[config.mk]
export PLATFORM = sky130hd
export DESIGN_NAME = spi_master_flat
export DESIGN_NICKNAME = d
export VERILOG_FILES = /design/src/rtl/spi_master_if.sv /design/src/rtl/spi_master.sv /design/src/flat_wrapper.sv
export SDC_FILE = /design/constraint.sdc
export NUM_CORES = 1
export LEC_CHECK = 0
export BUFFER_PORTS_ARGS = -buffer_cell sky130_fd_sc_hd__buf_2
export CAP_MARGIN = 5
export CORE_ASPECT_RATIO = 1.2
export CORE_UTILIZATION = 58
export DETAILED_ROUTE_END_ITERATION = 10
export PLACE_DENSITY = 0.88
export SLEW_MARGIN = 20
export SYNTH_ARGS = -nofsm -noshare
export SYNTH_HDL_FRONTEND = slang
export SYNTH_SLANG_ARGS = --single-unit
[constraint.sdc]
create_clock -name clk -period 2.2 [get_ports clk]
set_input_delay 0 -clock clk [delete_from_list [all_inputs] [get_ports clk]]
set_output_delay 0 -clock clk [all_outputs]
set_load 0.02 [all_outputs]
[src/rtl/spi_master_if.sv]
// Byte handshake, receive path and SPI pins for spi_master.
// The master modport is the controller's view; the slave modport is the view
// of whatever drives bytes in and watches the pins.
interface spi_master_if;
  logic       tx_valid;
  logic       tx_ready;
  logic [7:0] tx_data;
  logic       tx_last;
  logic       rx_valid;
  logic [7:0] rx_data;
  logic       busy;
  logic       SCK;
  logic       MOSI;
  logic       MISO;
  logic       SSEL;

  modport master (
    input  tx_valid, tx_data, tx_last, MISO,
    output tx_ready, rx_valid, rx_data, busy, SCK, MOSI, SSEL
  );

  modport slave (
    output tx_valid, tx_data, tx_last, MISO,
    input  tx_ready, rx_valid, rx_data, busy, SCK, MOSI, SSEL
  );
endinterface

[src/rtl/spi_master.sv]
// SPI mode-0 master (CPOL=0, CPHA=0). Bytes arrive over valid/ready and go out
// MSB first; SSEL stays low across bytes until one tagged tx_last finishes,
// followed by a HOLD half-period and a GAP half-period with SSEL high.
// Every output is a register.
module spi_master #(
  parameter int CLK_DIV = 4
) (
  input  logic         clk,
  input  logic         rst_n,
  spi_master_if.master bus
);

  localparam int DIV_W = (CLK_DIV > 1) ? $clog2(CLK_DIV) : 1;
  localparam logic [DIV_W-1:0] DIV_MAX = DIV_W'(CLK_DIV - 1);

  typedef enum logic [2:0] {
    S_IDLE,
    S_SHIFT,
    S_WAIT,
    S_HOLD,
    S_GAP
  } state_t;

  state_t           r_state, w_state;
  logic [DIV_W-1:0] r_div, w_div;
  logic [3:0]       r_bit, w_bit;
  logic             r_sck, w_sck;
  logic             r_mosi, w_mosi;
  logic             r_ssel, w_ssel;
  logic             r_ready, w_ready;
  logic             r_rx_valid, w_rx_valid;
  logic             r_busy, w_busy;
  logic             r_last, w_last;
  logic [7:0]       r_rx_data, w_rx_data;
  logic [7:0]       r_rx_sh, w_rx_sh;
  logic [6:0]       r_tx_sh, w_tx_sh;
  logic             w_half_end;
  logic             w_accept;

  assign w_half_end = (r_div == DIV_MAX);
  assign w_accept   = r_ready && bus.tx_valid;

  // Next-state and next-output logic; all outputs are registered below.
  always_comb begin
    w_state    = r_state;
    w_div      = r_div;
    w_bit      = r_bit;
    w_sck      = r_sck;
    w_mosi     = r_mosi;
    w_ssel     = r_ssel;
    w_ready    = r_ready;
    w_rx_valid = 1'b0;
    w_busy     = r_busy;
    w_last     = r_last;
    w_rx_data  = r_rx_data;
    w_rx_sh    = r_rx_sh;
    w_tx_sh    = r_tx_sh;

    unique case (r_state)
      S_IDLE, S_WAIT: begin
        // Divider parked at zero so each byte gets a full setup half-period.
        w_div   = '0;
        w_ready = 1'b1;
        w_sck   = 1'b0;
        if (r_state == S_IDLE) begin
          w_ssel = 1'b1;
          w_mosi = 1'b0;
        end
        if (w_accept) begin
          w_state = S_SHIFT;
          w_ready = 1'b0;
          w_busy  = 1'b1;
          w_ssel  = 1'b0;
          w_bit   = '0;
          w_mosi  = bus.tx_data[7];
          w_tx_sh = bus.tx_data[6:0];
          w_last  = bus.tx_last;
        end
      end

      S_SHIFT: begin
        if (w_half_end) begin
          w_div = '0;
          w_bit = r_bit + 4'd1;
          if (!r_bit[0]) begin
            // End of a low half: SCK rises and MISO is captured on the same edge.
            w_sck   = 1'b1;
            w_rx_sh = {r_rx_sh[6:0], bus.MISO};
          end else begin
            w_sck = 1'b0;
            if (r_bit == 4'd15) begin
              w_rx_valid = 1'b1;
              w_rx_data  = r_rx_sh;
              if (r_last) begin
                w_state = S_HOLD;
                w_ready = 1'b0;
              end else begin
                w_state = S_WAIT;
                w_ready = 1'b1;
              end
            end else begin
              w_mosi  = r_tx_sh[6];
              w_tx_sh = {r_tx_sh[5:0], 1'b0};
            end
          end
        end else begin
          w_div = r_div + DIV_W'(1);
        end
      end

      S_HOLD: begin
        if (w_half_end) begin
          w_state = S_GAP;
          w_div   = '0;
          w_ssel  = 1'b1;
          w_mosi  = 1'b0;
        end else begin
          w_div = r_div + DIV_W'(1);
        end
      end

      S_GAP: begin
        if (w_half_end) begin
          w_state = S_IDLE;
          w_div   = '0;
          w_busy  = 1'b0;
          w_ready = 1'b1;
        end else begin
          w_div = r_div + DIV_W'(1);
        end
      end

      default: begin
        w_state = S_IDLE;
        w_div   = '0;
        w_ssel  = 1'b1;
        w_sck   = 1'b0;
      end
    endcase
  end

  // State and output registers with synchronous active-low reset.
  always_ff @(posedge clk) begin
    if (!rst_n) begin
      r_state    <= S_IDLE;
      r_div      <= '0;
      r_bit      <= '0;
      r_sck      <= 1'b0;
      r_mosi     <= 1'b0;
      r_ssel     <= 1'b1;
      r_ready    <= 1'b0;
      r_rx_valid <= 1'b0;
      r_busy     <= 1'b0;
      r_last     <= 1'b0;
      r_rx_data  <= '0;
      r_rx_sh    <= '0;
      r_tx_sh    <= '0;
    end else begin
      r_state    <= w_state;
      r_div      <= w_div;
      r_bit      <= w_bit;
      r_sck      <= w_sck;
      r_mosi     <= w_mosi;
      r_ssel     <= w_ssel;
      r_ready    <= w_ready;
      r_rx_valid <= w_rx_valid;
      r_busy     <= w_busy;
      r_last     <= w_last;
      r_rx_data  <= w_rx_data;
      r_rx_sh    <= w_rx_sh;
      r_tx_sh    <= w_tx_sh;
    end
  end

  assign bus.tx_ready = r_ready;
  assign bus.rx_valid = r_rx_valid;
  assign bus.rx_data  = r_rx_data;
  assign bus.busy     = r_busy;
  assign bus.SCK      = r_sck;
  assign bus.MOSI     = r_mosi;
  assign bus.SSEL     = r_ssel;

endmodule
[src/flat_wrapper.sv]
// flat-port wrapper written by rule: the top's interface ports become plain ports
module spi_master_flat 
#(
  parameter int CLK_DIV = 4
)
  (clk, rst_n, bus_tx_valid, bus_tx_data, bus_tx_last, bus_MISO, bus_tx_ready, bus_rx_valid, bus_rx_data, bus_busy, bus_SCK, bus_MOSI, bus_SSEL);
  spi_master_if bus_i ();
  input  logic clk;
  input  logic rst_n;
  input wire logic [$bits(bus_i.tx_valid)-1:0] bus_tx_valid;
  input wire logic [$bits(bus_i.tx_data)-1:0] bus_tx_data;
  input wire logic [$bits(bus_i.tx_last)-1:0] bus_tx_last;
  input wire logic [$bits(bus_i.MISO)-1:0] bus_MISO;
  output wire logic [$bits(bus_i.tx_ready)-1:0] bus_tx_ready;
  output wire logic [$bits(bus_i.rx_valid)-1:0] bus_rx_valid;
  output wire logic [$bits(bus_i.rx_data)-1:0] bus_rx_data;
  output wire logic [$bits(bus_i.busy)-1:0] bus_busy;
  output wire logic [$bits(bus_i.SCK)-1:0] bus_SCK;
  output wire logic [$bits(bus_i.MOSI)-1:0] bus_MOSI;
  output wire logic [$bits(bus_i.SSEL)-1:0] bus_SSEL;
  assign bus_i.tx_valid = bus_tx_valid;
  assign bus_i.tx_data = bus_tx_data;
  assign bus_i.tx_last = bus_tx_last;
  assign bus_i.MISO = bus_MISO;
  assign bus_tx_ready = bus_i.tx_ready;
  assign bus_rx_valid = bus_i.rx_valid;
  assign bus_rx_data = bus_i.rx_data;
  assign bus_busy = bus_i.busy;
  assign bus_SCK = bus_i.SCK;
  assign bus_MOSI = bus_i.MOSI;
  assign bus_SSEL = bus_i.SSEL;
  spi_master #(.CLK_DIV(CLK_DIV)) u_core (.clk(clk), .rst_n(rst_n), .bus(bus_i));
endmodule
==> Word-level counts from Yosys, hierarchy flattened <==
Cells that the tools add are included.
{ "word_totals": {"ff_bits": 39, "latchBits": 0, "ram_bits": 0, "rom_bits": 0, "in_bits": 13, "out_inout_bits": 14, "word_cells": 96, "memories": 0} }
{ "op_classes": {"add_sub_neg": 2, "multipliers": 0, "div": 0, "n_lt_le_gt_ge": 0, "n_eq_ne": 14, "n_shift": 0, "mux": 39, "bitwise": 5, "n_reduce_logical": 23} }
{ "ops": {"columns": ["operator", "count"], "rows": [
  ["$mux W7", 4],
  ["$mux W1", 19],
  ["$mux W3", 6],
  ["$pmux W7 S2", 1],
  ["$ne A2 B1 Y1 const B", 6],
  ["$pmux W3 S4", 1],
  ["$reduce_and A3 Y1", 4],
  ["$reduce_and A6 Y1", 2],
  ["$reduce_and A5 Y1", 2],
  ["$pmux W1 S3", 3],
  ["$mux W4", 2],
  ["$pmux W4 S2", 1],
  ["$reduce_and A4 Y1", 2],
  ["$eq A3 B2 Y1 const B", 2],
  ["$reduce_bool A3 Y1", 2],
  ["$reduce_or A2 Y1", 3],
  ["$reduce_or A3 Y1", 2],
  ["$not A1 Y1", 5],
  ["$add A4 B1 Y4 const B", 1],
  ["$eq A4 B4 Y1 const B", 1],
  ["$pmux W1 S2", 2],
  ["$reduce_and A2 Y1", 2],
  ["$reduce_bool A2 Y1", 2],
  ["$eq A3 B1 Y1 const B", 1],
  ["7 further kinds", 7]
]} }

==> Longest topological paths before layout <==
{ "depth": {"ltp_word": 5, "depth_mapped": 7, "mapped_depth_nobuf": 5} }

==> Worst setup path before layout <==
Ideal clock, no wire load.
{ "synth_path": {"path_type": "register -> register", "startpoint": "reg u_core.r_div[0]", "endpoint": "reg u_core.r_rx_data[0], in the netlist u_core.bus.rx_data[0]", "setup_time_ns": 0.128, "t_arrival_ns": 1.279, "required_ns": 2.072, "path_slack_ns": 0.794, "stages_incl_launch_ff": 8, "path_buffers": 2, "synth_period_minus_slack_ns": 1.406, "path_cell_list": "dfxtp_1 > ha_1 > buf_4 > nor2b_2 > nand3_1 > buf_4 > mux2i_1 > nor2_1"} }
{ "synth_between": {"elab_chain_cells": 2} }
{ "synth_lines": {"columns": ["element", "line", "source"], "rows": [
  ["start, declared", "spi_master.sv:25", "logic [DIV_W-1:0] r_div, w_div;"],
  ["start signal, assigned", "spi_master.sv:160", "r_div <= w_div;"],
  ["$eq A2 B2 Y1", "spi_master.sv:40", "assign w_half_end = (r_div == DIV_MAX);"],
  ["$reduce_and A4 Y1 (no source line)", null, null],
  ["end signal, assigned", "spi_master.sv:169", "r_rx_data <= w_rx_data;"],
  ["end, declared", "spi_master.sv:34", "logic [7:0] r_rx_data, w_rx_data;"]
]} }
Every way passes these cells.
A chain may end at the register's enable or synchronous reset.

==> Worst setup path in the final report <==
Ends and elaborated chain as after synthesis.

==> results.py <==
metrics = {
    "drt": {
        "detailedRoute.firstPassIterationCount": 4,
        "route.antenna.remaining_nets": 0,
        "via_per_inst": 5.55,
        "vias": 1444,
        "route.detailed.drc": 0,
        "avgRoutedWirePerCell_um": 13.2,
        "drt_iter0_drc": 31,
        "routed_wirelength_mm": 3.43,
    },
    "logic_synthesis": {
        "synth_top_cell_area_share_pct": 42.6,
        "synth_flop_cell": "dfxtp_1",
        "cell_taking_the_most_area_after_synthesis": "dfxtp_1",
        "synth_async_sr_flop_share_pct": 0,
        "netlist_instances": 192,
        "post-synth-top-count-cell": "dfxtp_1",
        "avgSynthCellArea_um2": 9.55,
        "synth_commonest_cells": "dfxtp_1 (39), nor2_1 (25), mux2i_1 (24), a21oi_1 (13), nand2_1 (9)",
        "yosysWarnings": 0,
        "mappedNetlistNets": 207,
        "cell_types_with_the_largest_area_share_after_synthesis": "dfxtp_1 (43%), mux2i_1 (13%), nor2_1 (5.1%)",
        "post_synth_num_cell_types": 41,
        "syn_area_um2": 1830,
        "number_of_enable_type_register_cells_in_the_synthesized_netlist": 0,
        "postSynthRegisterBits": 39,
        "synth.yosys.seq_area_share_pct": 42.6,
    },
    "power": {
        "p_comb_share_pct": 15.2,
        "pwr-share-seq_pct": 51.7,
        "internal-power_mw": 1.07,
        "power.share.switching_pct": 27.0,
        "p_leak_nw": 0.957,
        "power-per-cell-area_nw_per_um2": 699,
        "p_clk_share_pct": 33.0,
        "design_power_total_mw": 1.47,
        "power.switching_mw": 0.396,
        "ir_worst_vdd_uv": 680,
    },
    "clocking": {
        "htree_levels": 2,
        "cts_tree": "built",
        "cts_made_buffers": 5,
        "post_cts.resized_instances": 0,
        "clk_pin_slew_ps": 130,
        "cts_sinks": 39,
        "clock_tree.root_cell": "clkbuf_4",
        "post-cts-setup-buffer-count": 0,
        "insertion_delay_ps": 350,
        "hold_buffers": 6,
        "clock_path_buffers": 2,
    },
    "critical_path": {
        "setup.worst_path.start_class": "flip-flop",
        "critical_path.slowest_cell": "nand3_1",
        "reg2reg_setup_slack_ps": 300,
        "crit_path_max_fanout": 11,
        "regToRegStartpoint": "u_core.r_div[0]",
        "worst-endpoint-required_ps": 2430,
        "crit_family": "simple AND/OR/NAND/NOR gates",
        "arrival_worst_endpoint_ps": 2130,
        "worst_setup_path_end_kind": "flip-flop",
        "startpoint": "u_core.r_div[0]",
        "cell_chain_of_the_critical_path": "ha_1 > nor2b_2 > nand3_1 > mux2i_1 > nor2_1",
        "slowest_delay_ps": 430,
        "critical_path_class": "flip-flop to flip-flop",
        "path_buf_inv": 0,
    },
    "sta": {
        "maxClockFrequency_ghz": 0.525,
        "slew_headroom_pct": 62.5,
        "final_min_period_over_clock_period_pct": 86.5,
        "setup-violations-final": 0,
        "finalWorstSetupSlack_ps": 297,
        "setup_tns_ps": 0,
        "finalMaxSlewViolations": 0,
        "final.min_clock_period_ps": 1900,
        "setup_repair_after_global_routing_missed_its_margin": "no",
        "final_hold_viol_count": 0,
        "worstMarginPinSlew_ps": 561,
        "worst_clock_skew_ps": 12.9,
    },
    "global_routing": {
        "grt_use_total_pct": 23.7,
        "grt_first_pass_wirelength_mm": 5.99,
        "first_global_vias": 1390,
        "antenna_violations_before_repair": 0,
        "grt_remaining_overflow": 0,
        "grt_start_max_net_pins": 18,
    },
    "placed_design": {
        "dpl_wire_length_mm": 2.36,
        "gpl.final_weighted_congestion": 0.834,
        "post-place-ws_ps": 322,
        "buffer_ports.inserted": 26,
        "dp_cells": 246,
    },
    "finish": {
        "antenna_cells_inserted": 0,
        "final_layout_size_suffix_gt1_share_pct": 22.8,
        "num-fill-cells": 250,
        "layoutNonFillerInstCount": 260,
        "numnets_final": 238,
        "synthToLayoutAreaGrowth_pct": 14.5,
    },
    "hold_path": {
        "hold_path_class": "input pin to flip-flop",
        "worst_min_delay_path_startpoint": "bus_tx_data[3]",
    },
    "outcome": {
        "run_status": "completed",
    },
    "floorplan": {
        "die-width_um": 53.3,
        "die_height_um": 63.6,
        "floorplan.die_area_um2": 3390,
        "fp.coreArea_um2": 3030,
        "io_pins": 27,
        "row_count": 22,
        "initial_utilization_pct": 60.6,
    },
    "flow_run": {
        "cap_viol_max_count": 0,
    },
}
==> kinds of logic (layout without fill, tap and decap cells) <==
kind of cell | count (synthesis) | after routing | share of synthesized area, %
AND/OR/NAND/NOR | 65 | 65 | 19.2
AO/OA/AOI/OAI | 45 | 45 | 18.3
flip-flops | 39 | 39 | 42.6
multiplexers | 24 | 24 | 13.1
buffers and inverters | 17 | 49 | 5.39
adder cells (fa/ha/maj) | 2 | 2 | 1.36
==> cells in the final DEF (no fill, tap or decap), types with 2 or more instances in the layout <==
master / n
a211oi_2: 7
a21o_1: 2
a21oi_1: 13
a311oi_1: 2
a31oi_1: 4
a32oi_1: 2
and2_1: 2
and2b_1: 2
and3_1: 2
buf_2: 26
buf_4: 4
clkbuf_4: 5
dfxtp_1: 39
dlygate4sd3_1: 6
ha_1: 2
inv_1: 5
mux2i_1: 24
nand2_1: 9
nand2b_1: 7
nand3_1: 6
nor2_1: 25
nor3b_1: 2
o21ai_0: 8
==> power by group through the flow <==
| stage | combinational [mW] | sequential (mW) | clock, mW |
|---|---|---|---|
| after floorplan | 0.166 | 0.776 | 0 |
| after global placement | 0.211 | 0.774 | 0 |
| after detailed placement | 0.214 | 0.776 | 0 |
| after CTS | 0.224 | 0.760 | 0.497 |
| after global routing | 0.246 | 0.766 | 0.525 |
| final | 0.224 | 0.760 | 0.485 |
==> state kept, by name (all words and copies together), names as in the netlist, 2 cells and up <==
signal              flops
u_core.r_rx_sh          8
u_core.r_bit            4
u_core.r_div            2
u_core.r_tx_sh          7
u_core.r_state          3
u_core.bus.rx_data      8
==> layout make-up <==
cell class | count | area [um^2] | share of cell area, %
inverters | 5 | 18.8 | 0.893
flip-flops and latches | 39 | 781 | 37.2
clock inverters | 3 | 43.8 | 2.08
well taps | 36 | 45.0 | 2.14
repair buffers | 36 | 220 | 10.5
clock buffers | 5 | 37.5 | 1.79
multi-input cells | 136 | 955 | 45.4
==> stage by stage <==
step           util (%)  hold WS [ps]  area, um^2
5_1_grt            69.4          7.15        2100
3_5_place_dp       64.7           249        1960
2_1_floorplan         -           136        1830
4_1_cts            69.4          1.01        2100
3_3_place_gp       64.7           231        1960
6_report           69.4          15.5        2100
==> per-layer routing <==
metal  global-route usage (%)  vias to the layer above  wire, um
met3                     5.80                        3       115
met2                     37.0                       23      1660
met1                     30.6                      665      1640
met4                     8.88                        0        23
met5                        0                        -         0
li1                         -                      753         -
==> path summary, 6_finish.rpt <==
check                     endpoint  cells after the start
max          u_core.bus.rx_data[0]                      5
min              u_core.r_tx_sh[3]                      3
max reg2reg  u_core.bus.rx_data[0]                      5
min reg2reg        u_core.r_div[0]                      1
==> worst register-to-register path, cell delays in order (launching register included) <==
cell and delay, ps:
dfxtp_1 360, ha_1 350, nor2b_2 290, nand3_1 430, mux2i_1 290, nor2_1 60
(Power assumes the default switching activity.)
